<file path="src/rtl/noc_pkg.sv">
// Types and constants shared by the mesh router blocks.
package noc_pkg;

  localparam int N_PORTS = 5;

  typedef enum logic [2:0] {
    P_LOCAL = 3'd0,
    P_NORTH = 3'd1,
    P_EAST  = 3'd2,
    P_SOUTH = 3'd3,
    P_WEST  = 3'd4
  } port_e;

  typedef enum logic {
    ARB_IDLE   = 1'b0,
    ARB_LOCKED = 1'b1
  } arb_state_e;

  // Flit type field: bit 0 marks a head flit and bit 1 a tail flit.
  localparam int FLIT_HEAD_BIT = 0;
  localparam int FLIT_TAIL_BIT = 1;

  typedef logic [1:0] flit_type_t;

  localparam flit_type_t FLIT_BODY   = 2'b00;
  localparam flit_type_t FLIT_HEAD   = 2'b01;
  localparam flit_type_t FLIT_TAIL   = 2'b10;
  localparam flit_type_t FLIT_SINGLE = 2'b11;

endpackage

</file>
<file path="src/rtl/rr_pick.sv">
// Combinational round-robin picker: returns the first request bit found at or
// after ptr_i, wrapping from N-1 back to 0.
module rr_pick #(
  parameter  int N = 5,
  localparam int W = (N > 1) ? $clog2(N) : 1
) (
  input  logic [N-1:0] req_i,
  input  logic [W-1:0] ptr_i,
  output logic         valid_o,
  output logic [W-1:0] idx_o
);

  int unsigned pos;

  always_comb begin
    valid_o = 1'b0;
    idx_o   = '0;
    pos     = 0;
    for (int unsigned i = 0; i < N; i++) begin
      pos = (32'(ptr_i) + i) % N;
      if (!valid_o && req_i[pos]) begin
        valid_o = 1'b1;
        idx_o   = W'(pos);
      end
    end
  end

endmodule

</file>
<file path="src/rtl/noc_output_arbiter.sv">
// Wormhole output-port arbiter: grants one input per packet, round-robin,
// holds the grant until the owner's tail flit moves, and flags silent owners.
module noc_output_arbiter
  import noc_pkg::*;
#(
  parameter  int N_IN      = N_PORTS,
  parameter  int STALL_MAX = 64,
  localparam int SEL_W     = (N_IN > 1) ? $clog2(N_IN) : 1
) (
  input  logic             clk,
  input  logic             rst_n,
  input  logic [N_IN-1:0]  req_i,
  input  logic [N_IN-1:0]  head_i,
  input  logic [N_IN-1:0]  tail_i,
  input  logic             out_ready_i,
  output logic [N_IN-1:0]  gnt_o,
  output logic [SEL_W-1:0] sel_o,
  output logic             xfer_o,
  output logic             busy_o,
  output logic             stall_err_o
);

  localparam int CNT_W = $clog2(STALL_MAX + 1);

  arb_state_e       state;
  logic [SEL_W-1:0] rr_ptr;
  logic [SEL_W-1:0] pick_idx;
  logic             pick_valid;
  logic [N_IN-1:0]  candidates;
  logic [CNT_W-1:0] stall_cnt;
  logic             own_req;
  logic             own_tail;

  assign candidates = req_i & head_i;
  assign own_req    = req_i[sel_o];
  assign own_tail   = tail_i[sel_o];
  assign xfer_o     = (|(gnt_o & req_i)) & out_ready_i;

  rr_pick #(.N(N_IN)) u_pick (
    .req_i   (candidates),
    .ptr_i   (rr_ptr),
    .valid_o (pick_valid),
    .idx_o   (pick_idx)
  );

  always_ff @(posedge clk or negedge rst_n) begin
    if (!rst_n) begin
      state       <= ARB_IDLE;
      gnt_o       <= '0;
      sel_o       <= '0;
      busy_o      <= 1'b0;
      rr_ptr      <= '0;
      stall_cnt   <= '0;
      stall_err_o <= 1'b0;
    end else begin
      case (state)
        ARB_IDLE: begin
          stall_cnt <= '0;
          if (pick_valid) begin
            gnt_o  <= N_IN'(1) << pick_idx;
            sel_o  <= pick_idx;
            busy_o <= 1'b1;
            state  <= ARB_LOCKED;
          end
        end
        ARB_LOCKED: begin
          // Any owner flit, even one held off by backpressure, proves liveness.
          if (own_req) begin
            stall_cnt <= '0;
          end else if (stall_cnt != CNT_W'(STALL_MAX)) begin
            stall_cnt <= stall_cnt + 1'b1;
            if (stall_cnt == CNT_W'(STALL_MAX - 1)) stall_err_o <= 1'b1;
          end
          if (own_req && out_ready_i && own_tail) begin
            gnt_o  <= '0;
            busy_o <= 1'b0;
            rr_ptr <= (sel_o == SEL_W'(N_IN - 1)) ? '0 : sel_o + 1'b1;
            state  <= ARB_IDLE;
          end
        end
        default: state <= ARB_IDLE;
      endcase
    end
  end

endmodule

</file>
<file path="config.mk">
export PLATFORM = sky130hd
export DESIGN_NAME = noc_output_arbiter
export DESIGN_NICKNAME = d
export VERILOG_FILES = /design/src/rtl/noc_pkg.sv /design/src/rtl/rr_pick.sv /design/src/rtl/noc_output_arbiter.sv
export SDC_FILE = /design/constraint.sdc
export NUM_CORES = 1
export LEC_CHECK = 0
export BUFFER_PORTS_ARGS = -buffer_cell sky130_fd_sc_hd__buf_2
export CAP_MARGIN = 10
export CORE_MARGIN = 2
export CORE_UTILIZATION = 38
export CTS_CLUSTER_SIZE = 12
export DETAILED_ROUTE_END_ITERATION = 6
export SYNTH_ARGS = -nofsm -noshare
export SYNTH_HDL_FRONTEND = slang
export SYNTH_HIERARCHICAL = 1
export SYNTH_SLANG_ARGS = --single-unit
</file>
<file path="constraint.sdc">
create_clock -name clk -period 6.4 [get_ports clk]
set_input_delay 1.28 -clock clk [delete_from_list [all_inputs] [get_ports clk]]
set_output_delay 1.28 -clock clk [all_outputs]
set_load 0.02 [all_outputs]
</file>
* Word level (Yosys, flattened, before mapping)
Index checks and enable logic that the tools add are counted.
** Word-level totals
- Output and inout port bits :: 11
- Flip-flop bits (word level) :: 21
- Logic and storage cells :: 88
- Bits of input ports :: 18
** Cells by class
- Shift-type cells :: 1
- Bitwise operators :: 5
- Eq/ne operators :: 6
- Mux-type cells :: 37
- Divide/modulo/power cells :: 5
- $add $sub $neg :: 6
- Reduce and logical (&&, ||, !) cells :: 15
- $lt $le $gt $ge :: 6
** Operators by type and width (number)
- 32-bit by 4-bit < comparator with 1-bit output, second input constant :: 5
- 32-bit by 3-bit remainder unit with 32-bit output, second input constant :: 4
- 3-bit by 3-bit remainder unit with 32-bit output, second input constant :: 1
- 1-bit binary-select mux with 3-bit select :: 7
- 3-bit 2-to-1 mux :: 6
- 1-bit 2-to-1 mux :: 16
- 7-bit 2-to-1 mux :: 2
- 7-bit case mux with 2 select lines :: 1
- 5-bit bitwise AND :: 2
- 5-bit 2-to-1 mux :: 2
- 5-bit case mux with 2 select lines :: 1
- 3-bit by 2-bit adder with 4-bit output, second input constant :: 2
- 7-bit by 1-bit adder with 7-bit output, second input constant :: 1
- 7-bit by 6-bit equality test with 1-bit output, second input constant :: 1
- 7-bit != test, second input constant :: 1
- 1-bit logical AND :: 6
- 2-bit AND reduction :: 3
- 5-bit OR reduction :: 1
- 1-bit by 3-bit left shift with 5-bit output, first input constant :: 1
- 3-bit by 1-bit adder with 4-bit output, second input constant :: 1
- 3-bit by 3-bit adder with 4-bit output, second input constant :: 1
- 1-bit logical NOT :: 4
- 3-bit by 4-bit < comparator with 1-bit output, second input constant :: 1
- 1-bit case mux with 2 select lines :: 2
- 8 further kinds :: 9

* Logic depth before layout (Yosys ltp)
- Depth after elaboration :: 19
- Gate-level depth with buffers :: 23
- Gate-level depth less buffers :: 20

* By module
The synthesis kept the hierarchy.
** Modules (own cells, without submodules)
- rr_pick :: cells an instance 209, sequential area each 0.0 um^2, area each 1606.5 um^2, instances 1
- noc_output_arbiter :: cells an instance 110, sequential area each 525.5 um^2, area each 1138.6 um^2, instances 1

* Worst setup path after synthesis
OpenSTA, ideal clock, no wires.
- Kind :: flip-flop to flip-flop
- Start point :: reg rr_ptr[0]
- End point :: reg gnt_o[3]
- Data arrival time :: 4.647 ns
- Path buffers :: 2
- Library setup time :: 0.083 ns
- Data required time :: 6.317 ns
- Path slack :: 1.670 ns
- Stages on the path, launching flop included :: 22
- Clock period less this slack :: 4.730 ns
- Path through :: dfrtp_1 -> buf_6 -> inv_2 -> ha_1 -> buf_2 -> xnor2_4 -> inv_4 -> ha_1 -> nor2_1 -> a21oi_1 -> xnor2_1 -> ha_1 -> nand2b_1 -> o311ai_4 -> a31oi_4 -> mux2i_4 -> and3b_1 -> o32a_1 -> and3_1 -> a32oi_1 -> or4bb_1 -> o22ai_1
** Between the ends
- Cells in the longest elaborated chain, start to end :: 19
- Elaborated cells between the ends (all ways) :: 42
- Classes of those cells :: add/sub (4); div (5); eq/ne (1); shift (1); mux (22); reduce/logical (9)
** RTL lines
- from (decl) :: line noc_output_arbiter.sv:26 : logic [SEL_W-1:0] rr_ptr;
- from (signal assigned) :: line noc_output_arbiter.sv:77 : rr_ptr <= (sel_o == SEL_W'(N_IN - 1)) ? '0 : sel_o + 1'b1;
- parallel branches: the longest is 15 deep, another holds 32-bit by 3-bit remainder unit with 32-bit output
- 3-bit 2-to-1 mux (*) :: line rr_pick.sv:21 : if (!valid_o && req_i[pos]) begin
- net pick_idx[0] :: line noc_output_arbiter.sv:27 : logic [SEL_W-1:0] pick_idx;
- 1-bit by 3-bit left shift with 5-bit output (*) :: line noc_output_arbiter.sv:60 : gnt_o <= N_IN'(1) << pick_idx;
- 5-bit 2-to-1 mux (*) :: line noc_output_arbiter.sv:59 : if (pick_valid) begin
- 5-bit case mux with 2 select lines (*) :: line noc_output_arbiter.sv:56 : case (state)
- to (signal assigned) :: line noc_output_arbiter.sv:60
- to (decl) :: line noc_output_arbiter.sv:16 : output logic [N_IN-1:0] gnt_o,
Mark *: on every way through the listed nets, which the timed path passes. The select of a mux whose other input is x is not followed.
A chain may end at the register's enable or synchronous reset.

* Final worst setup path
- Start point :: reg rr_ptr[1]
- End point :: reg gnt_o[1]
The elaborated chain is that of the path after synthesis.

==> metrics <==
status completed; Clock Skews a little under 0.01 ns; fmax 182 MHz; CTS Hold Buffers Added 0; most frequent cells in the layout 28 x buf_2, 26 x nor2_1, 24 x ha_1, 23 x nand2_1, 21 x dfrtp_1; Max FO, Critical Path 15; Final nets 385; Worst Hold Path Cells 2; Cells after Synth 319; Hold Vio Cnt, Final 0; initial antenna violation count 0; pre-CTS WS between 0.9 and 1 ns; final setup margin 0.904 ns; Critical Path Start Type register; Slew @ Worst Pin 0.497 ns; Synth Register Bits 21; relative slew slack 66.8%; cell area after synthesis 2750 um2; core area between 6000 and 7000 um2; DP Wirelength 4940 um; final core utilization 43.3%; row cnt 30; root buffer cell clkbuf_8; maximum clock path buffer count 2; worst flop-to-flop path startpoint rr_ptr[1]; most used flip-flop cell after synthesis dfrtp_1; period utilization 85.9%; # clock sinks 21; R2R depth 18; first-pass GRT wire length roughly 10000 um; Fin Setup TNS 0 ns; worst endpoint data arrival time around 5.6 ns; cell area after layout 2990 um2; vias in the first global route 2161; Antenna diodes 0; largest net degree at the start of global routing 31; Die ar. approximately 7900 um2; number of enable flip-flop cells after synthesis 0; grt total ovfl 0; io pins 29; CTS Buf Count 3; PostCTS Resize Cnt 0; commonest non-fill, non-tap cell in the layout buf_2; RD Place Congestion between 0.8 and 0.9; Area growth, synth to finish 8.89%; synth warn 6; 1st-iter DRT viols 185; RSZ-0062 raised after global routing false; share of cells above drive strength 1 18.2%; Mapped Nets 362; Initial DRT Pass Iterations 5; required time worst endpoint 6.54 ns; Critical Path Sink Type register; Worst-Skew Late Latency 0.27 ns; clk slew on worst S/H paths roughly 0.080 ns; chip height just under 90 um; WHS Endpoint stall_err_o; Die Width a little under 90 um; routed vias/inst 5.57; drt drc 0; Period minus WS final 5.50 ns; H-tree depth 1; Synth cell types between 70 and 80; total track usage 16.0%; Placement Cell Area 2940 um2; syn avg cell area 8.61 um2; Seq/Total Area, Yosys 19.1%; async set or reset register ratio after synthesis 100%; # Max-Cap Violations 0; Post-CTS Setup Bufs 0; Setup Crit Path Kind reg -> reg; Hold Crit Start stall_err_o; drt total wl 6370 um; final setup violation count 0; CTS tree built; Initial Util 39.7%; R2R Setup Slk ~0.90 ns; Routed WL per cell roughly 15 um; via count 2435; IO buf count 28; HP Class reg -> reg; RR Endpoint gnt_o[1]; Final Max Slew Viols 0; Final ANT Viol Nets 0
cells in the mapped netlist (4+ instances only):
library cell / n / area, um2
and2_1: 10 / 62.6
mux2_2: 11 / 124
a21boi_0: 5 / 37.5
a211oi_1: 5 / 37.5
a22oi_1: 4 / 30.0
ha_1: 24 / 300
nor3_1: 7 / 35.0
o22ai_1: 5 / 31.3
inv_1: 18 / 67.6
nand2b_1: 10 / 62.6
dfrtp_1: 21 / 526
nand2_1: 23 / 86.3
a21oi_1: 8 / 40.0
clkbuf_1: 6 / 22.5
nand3_1: 11 / 55.1
o21ai_0: 8 / 40.0
xor2_1: 4 / 35.0
buf_6: 4 / 45.0
xnor2_1: 10 / 87.6
mux2i_1: 11 / 110
and3_1: 6 / 37.5
nor2_1: 26 / 97.6
metal layers:
layer	vias to the layer above	wire, um	track usage (%)
li1	1226	-	-
met1	1156	3230	22.5
met4	0	44	2.44
met5	-	0	0
met3	5	207	1.94
met2	48	2880	26.9
worst max-delay path: stages (launching register included):
cell       delay (ns)
dfrtp_1          0.46
inv_1            0.25
ha_1             0.63
clkinv_1         0.32
ha_1             0.34
nor2_1           0.17
a21oi_1          0.10
xnor2_1          0.36
ha_1             0.27
nand2b_1         0.12
a21oi_1          0.26
a31oi_4          0.09
xnor2_1          0.39
mux4_2           0.56
a2111oi_0        0.49
a221o_1          0.31
nor2_1           0.08
nand4b_1         0.09
o21ai_0          0.08
sequential cells by signal (all words and copies together) (netlist names):
register and flops:
busy_o 1, gnt_o 5, rr_ptr 3, sel_o 3, stall_cnt 7, stall_err_o 1
state 1
how the worst max path moves through the flow:
stage                          from       end  slack (ns)
after global placement    rr_ptr[1]  gnt_o[3]        1.14
after detailed placement  rr_ptr[1]  gnt_o[3]        0.92
after CTS                 rr_ptr[1]  gnt_o[1]        0.90
final                     rr_ptr[1]  gnt_o[1]        0.90
after global routing      rr_ptr[1]  gnt_o[1]        0.30
after floorplan           rr_ptr[0]  gnt_o[3]        1.67
stage by stage:
| stage | instances | hold WS (ns) |
|---|---|---|
| 4_1_cts | 437 | 0.488 |
| 6_report | 437 | 0.484 |
| 3_3_place_gp | 433 | 0.474 |
| 2_1_floorplan | 319 | 0.475 |
| 3_5_place_dp | 433 | 0.459 |
| 5_1_grt | 437 | 0.523 |
cell type report:
| class | count | area [um2] |
|---|---|---|
| fill | 710 | 3920 |
| multi-input combinational | 265 | 2060 |
| sequential | 21 | 526 |
| timing repair buffer | 30 | 155 |
| tap | 96 | 120 |
| inverter | 21 | 81.3 |
| clock buffer | 3 | 41.3 |
| clock inverter | 1 | 5.00 |
cell families after synthesis:
family          Yosys count  share of synthesized area [%]
buf+inv                  33                           5.79
flops                    21                           19.1
xor+xnor                 15                           5.47
mux                      26                           11.1
simple gates            116                           22.8
compound gates           83                           24.0
fa+ha+maj                25                           11.7
Power is not shown: default switching activity piles up to over one toggle a cycle in this logic, so the estimate is an artifact.
